`src/rtl/cv32e40p_core_v_xif_pkg.sv`:
```
`default_nettype none
//==============================================================================
// Package  : cv32e40p_core_v_xif_pkg
// Brief    : Shared types for the X-interface result path (result entry
//            layout, field widths, write-qualification helper).
// Revision : 1.0 - initial release
//==============================================================================
package cv32e40p_core_v_xif_pkg;

   localparam int unsigned X_ID_W   = 4;
   localparam int unsigned X_RD_W   = 5;
   localparam int unsigned X_DATA_W = 32;

   // One buffered X result waiting for register-file port B
   typedef struct packed {
      logic [X_ID_W-1:0]   id;
      logic [X_RD_W-1:0]   rd;
      logic [X_DATA_W-1:0] data;
   } x_result_entry_t;

   // A result only needs a register-file write when enabled and not targeting x0
   function automatic logic x_result_writes_rf(input logic we, input logic [X_RD_W-1:0] rd);
      return we && (rd != '0);
   endfunction

endpackage : cv32e40p_core_v_xif_pkg
`default_nettype wire

```
`src/rtl/cv32e40p_x_result_fifo.sv`:
```
`default_nettype none
//==============================================================================
// Module   : cv32e40p_x_result_fifo
// Brief    : Generic synchronous FIFO with registered head, occupancy count
//            and full/empty flags. Pointers wrap modulo DEPTH.
// Revision : 1.0 - initial release
//==============================================================================
module cv32e40p_x_result_fifo #(
   parameter int unsigned DEPTH = 2,
   parameter type         entry_t = logic [31:0]
) (
   input  logic                       clk_i,
   input  logic                       rst_i,
   input  logic                       push_i,
   input  entry_t                     push_data_i,
   input  logic                       pop_i,
   output entry_t                     head_o,
   output logic                       full_o,
   output logic                       empty_o,
   output logic [$clog2(DEPTH+1)-1:0] count_o
);

   localparam int unsigned PTR_W = (DEPTH > 1) ? $clog2(DEPTH) : 1;
   localparam int unsigned CNT_W = $clog2(DEPTH+1);

   entry_t             mem [DEPTH];
   logic [PTR_W-1:0]   wr_ptr;
   logic [PTR_W-1:0]   rd_ptr;
   logic [CNT_W-1:0]   count;

   // Advance a pointer, wrapping back to entry 0 after the last slot
   function automatic logic [PTR_W-1:0] next_ptr(input logic [PTR_W-1:0] p);
      return (p == PTR_W'(DEPTH-1)) ? '0 : p + PTR_W'(1);
   endfunction

   assign full_o  = (count == CNT_W'(DEPTH));
   assign empty_o = (count == '0);
   assign count_o = count;
   assign head_o  = mem[rd_ptr];

   // Storage array: written on push, no reset needed since reads are gated by empty
   always_ff @(posedge clk_i) begin
      if (push_i) begin
         mem[wr_ptr] <= push_data_i;
      end
   end

   // Pointers and occupancy; simultaneous push and pop leaves count unchanged
   always_ff @(posedge clk_i) begin
      if (rst_i) begin
         wr_ptr <= '0;
         rd_ptr <= '0;
         count  <= '0;
      end else begin
         if (push_i) wr_ptr <= next_ptr(wr_ptr);
         if (pop_i)  rd_ptr <= next_ptr(rd_ptr);
         case ({push_i, pop_i})
            2'b10:   count <= count + CNT_W'(1);
            2'b01:   count <= count - CNT_W'(1);
            default: count <= count;
         endcase
      end
   end

endmodule : cv32e40p_x_result_fifo
`default_nettype wire

```
`src/rtl/cv32e40p_x_result_arb.sv`:
```
`default_nettype none
//==============================================================================
// Module   : cv32e40p_x_result_arb
// Brief    : Arbitrates register-file write port B between core write-back
//            and buffered X-interface results. A starvation counter forces
//            the FIFO head through after STARVE_MAX consecutive core wins.
//            The scoreboard clear pulses only on the cycle the X result is
//            actually written.
// Revision : 1.0 - initial release
//==============================================================================
module cv32e40p_x_result_arb
   import cv32e40p_core_v_xif_pkg::*;
#(
   parameter int unsigned DEPTH      = 2,
   parameter int unsigned STARVE_MAX = 4
) (
   input  logic                       clk_i,
   input  logic                       rst_i,
   input  logic                       x_result_valid_i,
   output logic                       x_result_ready_o,
   input  logic [3:0]                 x_result_id_i,
   input  logic [4:0]                 x_result_rd_i,
   input  logic                       x_result_we_i,
   input  logic [31:0]                x_result_data_i,
   input  logic                       core_we_i,
   input  logic [4:0]                 core_waddr_i,
   input  logic [31:0]                core_wdata_i,
   output logic                       core_stall_o,
   output logic                       rf_we_o,
   output logic [4:0]                 rf_waddr_o,
   output logic [31:0]                rf_wdata_o,
   output logic                       sb_clr_valid_o,
   output logic [4:0]                 sb_clr_addr_o,
   output logic [3:0]                 sb_clr_id_o,
   output logic [$clog2(DEPTH+1)-1:0] x_pending_o
);

   localparam int unsigned ST_W = $clog2(STARVE_MAX+1);

   x_result_entry_t  push_entry;
   x_result_entry_t  head;
   logic             fifo_full;
   logic             fifo_empty;
   logic             push;
   logic             grant_x;
   logic             grant_core;
   logic             starve_hit;
   logic [ST_W-1:0]  starve_cnt;

   // Accept whenever there is room; results that do not write the RF are consumed and dropped
   assign x_result_ready_o = ~fifo_full;
   assign push             = x_result_valid_i && x_result_ready_o &&
                             x_result_writes_rf(x_result_we_i, x_result_rd_i);

   assign push_entry.id   = x_result_id_i;
   assign push_entry.rd   = x_result_rd_i;
   assign push_entry.data = x_result_data_i;

   cv32e40p_x_result_fifo #(
      .DEPTH   (DEPTH),
      .entry_t (x_result_entry_t)
   ) u_fifo (
      .clk_i       (clk_i),
      .rst_i       (rst_i),
      .push_i      (push),
      .push_data_i (push_entry),
      .pop_i       (grant_x),
      .head_o      (head),
      .full_o      (fifo_full),
      .empty_o     (fifo_empty),
      .count_o     (x_pending_o)
   );

   // Head wins when the core is idle or has starved it long enough; never during reset
   assign starve_hit = (starve_cnt == ST_W'(STARVE_MAX));
   assign grant_x    = ~rst_i && ~fifo_empty && (~core_we_i || starve_hit);
   assign grant_core = core_we_i && ~grant_x;

   // Port B output mux and scoreboard clear, driven from the registered FIFO head
   always_comb begin
      rf_we_o        = 1'b0;
      rf_waddr_o     = '0;
      rf_wdata_o     = '0;
      sb_clr_valid_o = 1'b0;
      sb_clr_addr_o  = '0;
      sb_clr_id_o    = '0;
      core_stall_o   = grant_x && core_we_i;
      if (grant_x) begin
         rf_we_o        = 1'b1;
         rf_waddr_o     = head.rd;
         rf_wdata_o     = head.data;
         sb_clr_valid_o = 1'b1;
         sb_clr_addr_o  = head.rd;
         sb_clr_id_o    = head.id;
      end else if (grant_core) begin
         rf_we_o        = 1'b1;
         rf_waddr_o     = core_waddr_i;
         rf_wdata_o     = core_wdata_i;
      end
   end

   // Count consecutive core wins over a waiting head; cleared by a head grant or an empty FIFO
   always_ff @(posedge clk_i) begin
      if (rst_i) begin
         starve_cnt <= '0;
      end else if (fifo_empty || grant_x) begin
         starve_cnt <= '0;
      end else if (core_we_i && !starve_hit) begin
         starve_cnt <= starve_cnt + ST_W'(1);
      end
   end

`ifndef SYNTHESIS
   // Number of buffered entries per destination register, for the disjointness check
   int unsigned pend_cnt [32];

   // Track buffered destinations alongside the FIFO
   always_ff @(posedge clk_i) begin
      if (rst_i) begin
         for (int i = 0; i < 32; i++) pend_cnt[i] <= 0;
      end else begin
         for (int i = 0; i < 32; i++) begin
            pend_cnt[i] <= pend_cnt[i]
                         + 32'(push    && (x_result_rd_i == 5'(i)))
                         - 32'(grant_x && (head.rd       == 5'(i)));
         end
      end
   end

   a_no_push_full : assert property (@(posedge clk_i) disable iff (rst_i) !(push && fifo_full));
   a_no_pop_empty : assert property (@(posedge clk_i) disable iff (rst_i) !(grant_x && fifo_empty));
   a_onehot_grant : assert property (@(posedge clk_i) disable iff (rst_i) $onehot0({grant_x, grant_core}));
   a_addr_disjoint: assert property (@(posedge clk_i) disable iff (rst_i)
                                     core_we_i |-> (pend_cnt[core_waddr_i] == 0));
   a_stall_legal  : assert property (@(posedge clk_i) disable iff (rst_i)
                                     core_stall_o |-> (!fifo_empty && core_we_i));
`endif

endmodule : cv32e40p_x_result_arb
`default_nettype wire

```
`config.mk`:
```
export PLATFORM = sky130hd
export DESIGN_NAME = cv32e40p_x_result_arb
export DESIGN_NICKNAME = d
export VERILOG_FILES = /design/src/rtl/cv32e40p_core_v_xif_pkg.sv /design/src/rtl/cv32e40p_x_result_fifo.sv /design/src/rtl/cv32e40p_x_result_arb.sv
export SDC_FILE = /design/constraint.sdc
export NUM_CORES = 1
export LEC_CHECK = 0
export CORE_ASPECT_RATIO = 2
export CORE_MARGIN = 2
export CORE_UTILIZATION = 46
export CTS_CLUSTER_SIZE = 24
export DETAILED_ROUTE_END_ITERATION = 16
export PLACE_DENSITY = 0.89
export SKIP_LAST_GASP = 1
export SYNTH_ARGS = -nofsm -noshare
export SYNTH_HDL_FRONTEND = slang
export SYNTH_HIERARCHICAL = 1
export SYNTH_SLANG_ARGS = --single-unit
```
`constraint.sdc`:
```
create_clock -name clk_i -period 3.4 [get_ports clk_i]
set_input_delay 0.51 -clock clk_i [delete_from_list [all_inputs] [get_ports clk_i]]
set_output_delay 0.51 -clock clk_i [all_outputs]
set_load 0.1 [all_outputs]
```
==> reports/metrics.yaml <==
grt_use_total: 0.223
htree_levels: 3
arrival_ps: 2470
syn_area_per_cell_um2: 15.2
ys_seq_area_frac: 0.625
clock_sinks: 90
worstSetupPathType: "reg2out"
crit_path_start_kind: "register"
drt_iter0_drc: 198
m1WireLength_um: 3580
synth_edf_count: 82
worst_r2r_startpoint: "u_fifo/count_o[0]$_SDFFE_PP0P_"
setup-tns-final_ps: 0
clkPwrFrac: 0.296
p_comb_frac: 0.293
dieArea_um2: 9950
yosys_warnings: 6
slew_viol_final: 0
hold_viol: 0
final_layout_size_suffix_gt1_frac: 0.287
cts_tree: "yes"
ys_ff_latch: 90
vias: 2984
vias_per_cell: 5.85
rsz0062_at_grt: "false"
yosysTopAreaCellShare: 0.587
io_buffers: 134
grt_pass1_vias: 3262
clockRootBuffer: "clkbuf_16"
die_w_um: 71.6
cp_cell_sequence: "nor2_4, nand4bb_2, buf_4, a32o_1, buf_12"
grt_max_degree: 48
drc: 0
cts_buffers: 9
gp_congestion: 0.784
switchingPower_mw: 0.944
wl_per_cell_um: 21.3
wl_um: 10800
switching_share: 0.302
top_layer: "met4"
crit_fanout: 18
fp-row-count: 49
io_pins: 135
postCtsHoldBufs: 0
antenna_found_initial: 0
hp-start: "u_fifo/rd_ptr$_SDFFE_PP0P_"
yosys.area.top_type: "edfxtp_1"
slowest_stage: "nand4bb_2"
slew_headroom: 0.167
setup_viol: 0
max_freq_mhz: 335
postCtsSetupBuffers: 0
dp_hpwl_um: 7480
wl_met3_um: 540
finalCriticalPeriod_ps: 2980
fillCellCount: 576
wl_met2_um: 6400
netlist_instances: 277
internal_power_mw: 2.18
areaGrowthSynthToFinish_pct: 51.5
rr_worst_depth: 5
p_per_area_nw_per_um2: 492
insertion_delay_ps: 330
fin_skew_ps: 8.94
core_area_um2: 8950
total_power_mw: 3.13
max-cap-violations: 0
synth.area.top_cells: "edfxtp_1 59%, mux2_2 11%, a32o_1 8.8%"
r2r-end: "u_fifo/mem[0][9]$_DFFE_PP_"
synth_area_um2: 4200
die_y_um: 139
synthesis.nets: 363
seqPwrFrac: 0.411
drtAntennaViolNets: 0
outcome: "complete, no violations"
clkTransAtPathRegs_ps: 60
grt_pass1_wl_um: 16500
hold_path_depth: 2
required_ps: 2890
grt-ovfl-total: 0
antenna_cells: 0
post-route-util: 0.710
clk_path_buf_depth: 2
r2r_setup_slack_ps: 940
peakVddDrop_uv: 422
tightest_slew_ps: 1250
async_flop_share: 0
ys.flop_type: "edfxtp_1"
dr.pass1.iters: 4
nNetsFinal: 489
power_leakage_nw: 2.18
start_util: 0.469
synth_commonest_cells: "82 x edfxtp_1, 41 x mux2_2, 38 x nor3b_1"
min_path_type: "reg2reg"
cts_resized: 0
critical-path-max-stage-delay_ps: 650
yosysMostFrequentCell: "edfxtp_1"
fin_crit_sh: 0.878
worst_setup_path_end_kind: "output port"
synth.distinct_cells: 29
logic make-up (layout without fill, tap and decap cells):
family	count (synthesis)	in the layout	synth area share
flops	90	90	0.625
simple gates	65	65	0.106
compound gates	43	43	0.0999
mux	41	41	0.110
buf+inv	31	162	0.0423
xor+xnor	4	4	0.00835
fa+ha+maj	3	3	0.00894
cell type report:
class	count	area, um^2	share of cell area
clock buffers	11	233	0.0366
repair buffers	142	1880	0.296
clock inverters	5	45.0	0.00708
inverters	4	15.0	0.00236
well taps	102	128	0.0201
flip-flops and latches	90	2620	0.413
multi-input cells	156	1430	0.225
per-layer routing:
layer | track usage | vias to the layer above
met2 | 0.418 | 113
met5 | 0 | -
li1 | - | 1363
met1 | 0.225 | 1482
met4 | 0.102 | 0
met3 | 0.0465 | 26
sequential cells by signal, indices dropped and copies added, names as in the netlist, named ones only:
register,cells
u_fifo/mem,82
starve_cnt,3
u_fifo/rd_ptr,1
u_fifo/wr_ptr,1
u_fifo/count_o,2
how the worst max path moves through the flow:
| stage | start | to |
|---|---|---|
| 3_5_place_dp | x_result_rd_i[3] | u_fifo/mem[0][14]$_DFFE_PP_ |
| 2_1_floorplan | u_fifo/count_o[0]$_SDFFE_PP0P_ | u_fifo/mem[0][0]$_DFFE_PP_ |
| 5_1_grt | u_fifo/count_o[0]$_SDFFE_PP0P_ | rf_wdata_o[1] |
| 3_3_place_gp | x_result_rd_i[3] | u_fifo/mem[0][13]$_DFFE_PP_ |
| 4_1_cts | u_fifo/count_o[0]$_SDFFE_PP0P_ | rf_wdata_o[23] |
| 6_report | u_fifo/count_o[0]$_SDFFE_PP0P_ | rf_wdata_o[29] |
worst max-delay path, delay by kind of cell, from the launching register on:
| kind | cells | cell delay [ps] |
|---|---|---|
| and+or+nand+nor | 2 | 790 |
| buffers and inverters | 2 | 570 |
| DFF | 1 | 470 |
| AOI/OAI and AO/OA | 1 | 310 |
layout by cell type, fill, tap and decap left out, drive strengths merged, types with 4 or more instances in the layout:
| cell type | Yosys | final |
|---|---|---|
| a32o | 37 | 37 |
| and2 | 6 | 6 |
| and3 | 7 | 7 |
| buf | 18 | 59 |
| clkbuf | 9 | 11 |
| clkdlybuf4s50 | 0 | 83 |
| clkinv | 0 | 4 |
| dfxtp | 8 | 8 |
| edfxtp | 82 | 82 |
| inv | 4 | 4 |
| mux2 | 41 | 41 |
| nor2 | 7 | 7 |
| nor3b | 38 | 38 |
power groups by stage:
stage / Combinational (mW) / Clock [mW] / Sequential, mW
after floorplan: 0.546 / 0 / 1.32
after global placement: 0.902 / 0 / 1.30
after detailed placement: 0.920 / 0 / 1.31
after CTS: 0.923 / 0.940 / 1.29
after global routing: 0.951 / 0.983 / 1.29
final: 0.918 / 0.925 / 1.29
metrics by stage:
stage	area [um^2]	cells	hold WS (ps)	worst slack [ps]
finish	6360	510	512	415
global route	6360	510	568	308
CTS	6360	510	515	364
detailed placement	6080	494	499	543
global placement	6080	494	501	656
floorplan	4220	277	481	39.6
Note: power is estimated with default switching activity, not from simulation.
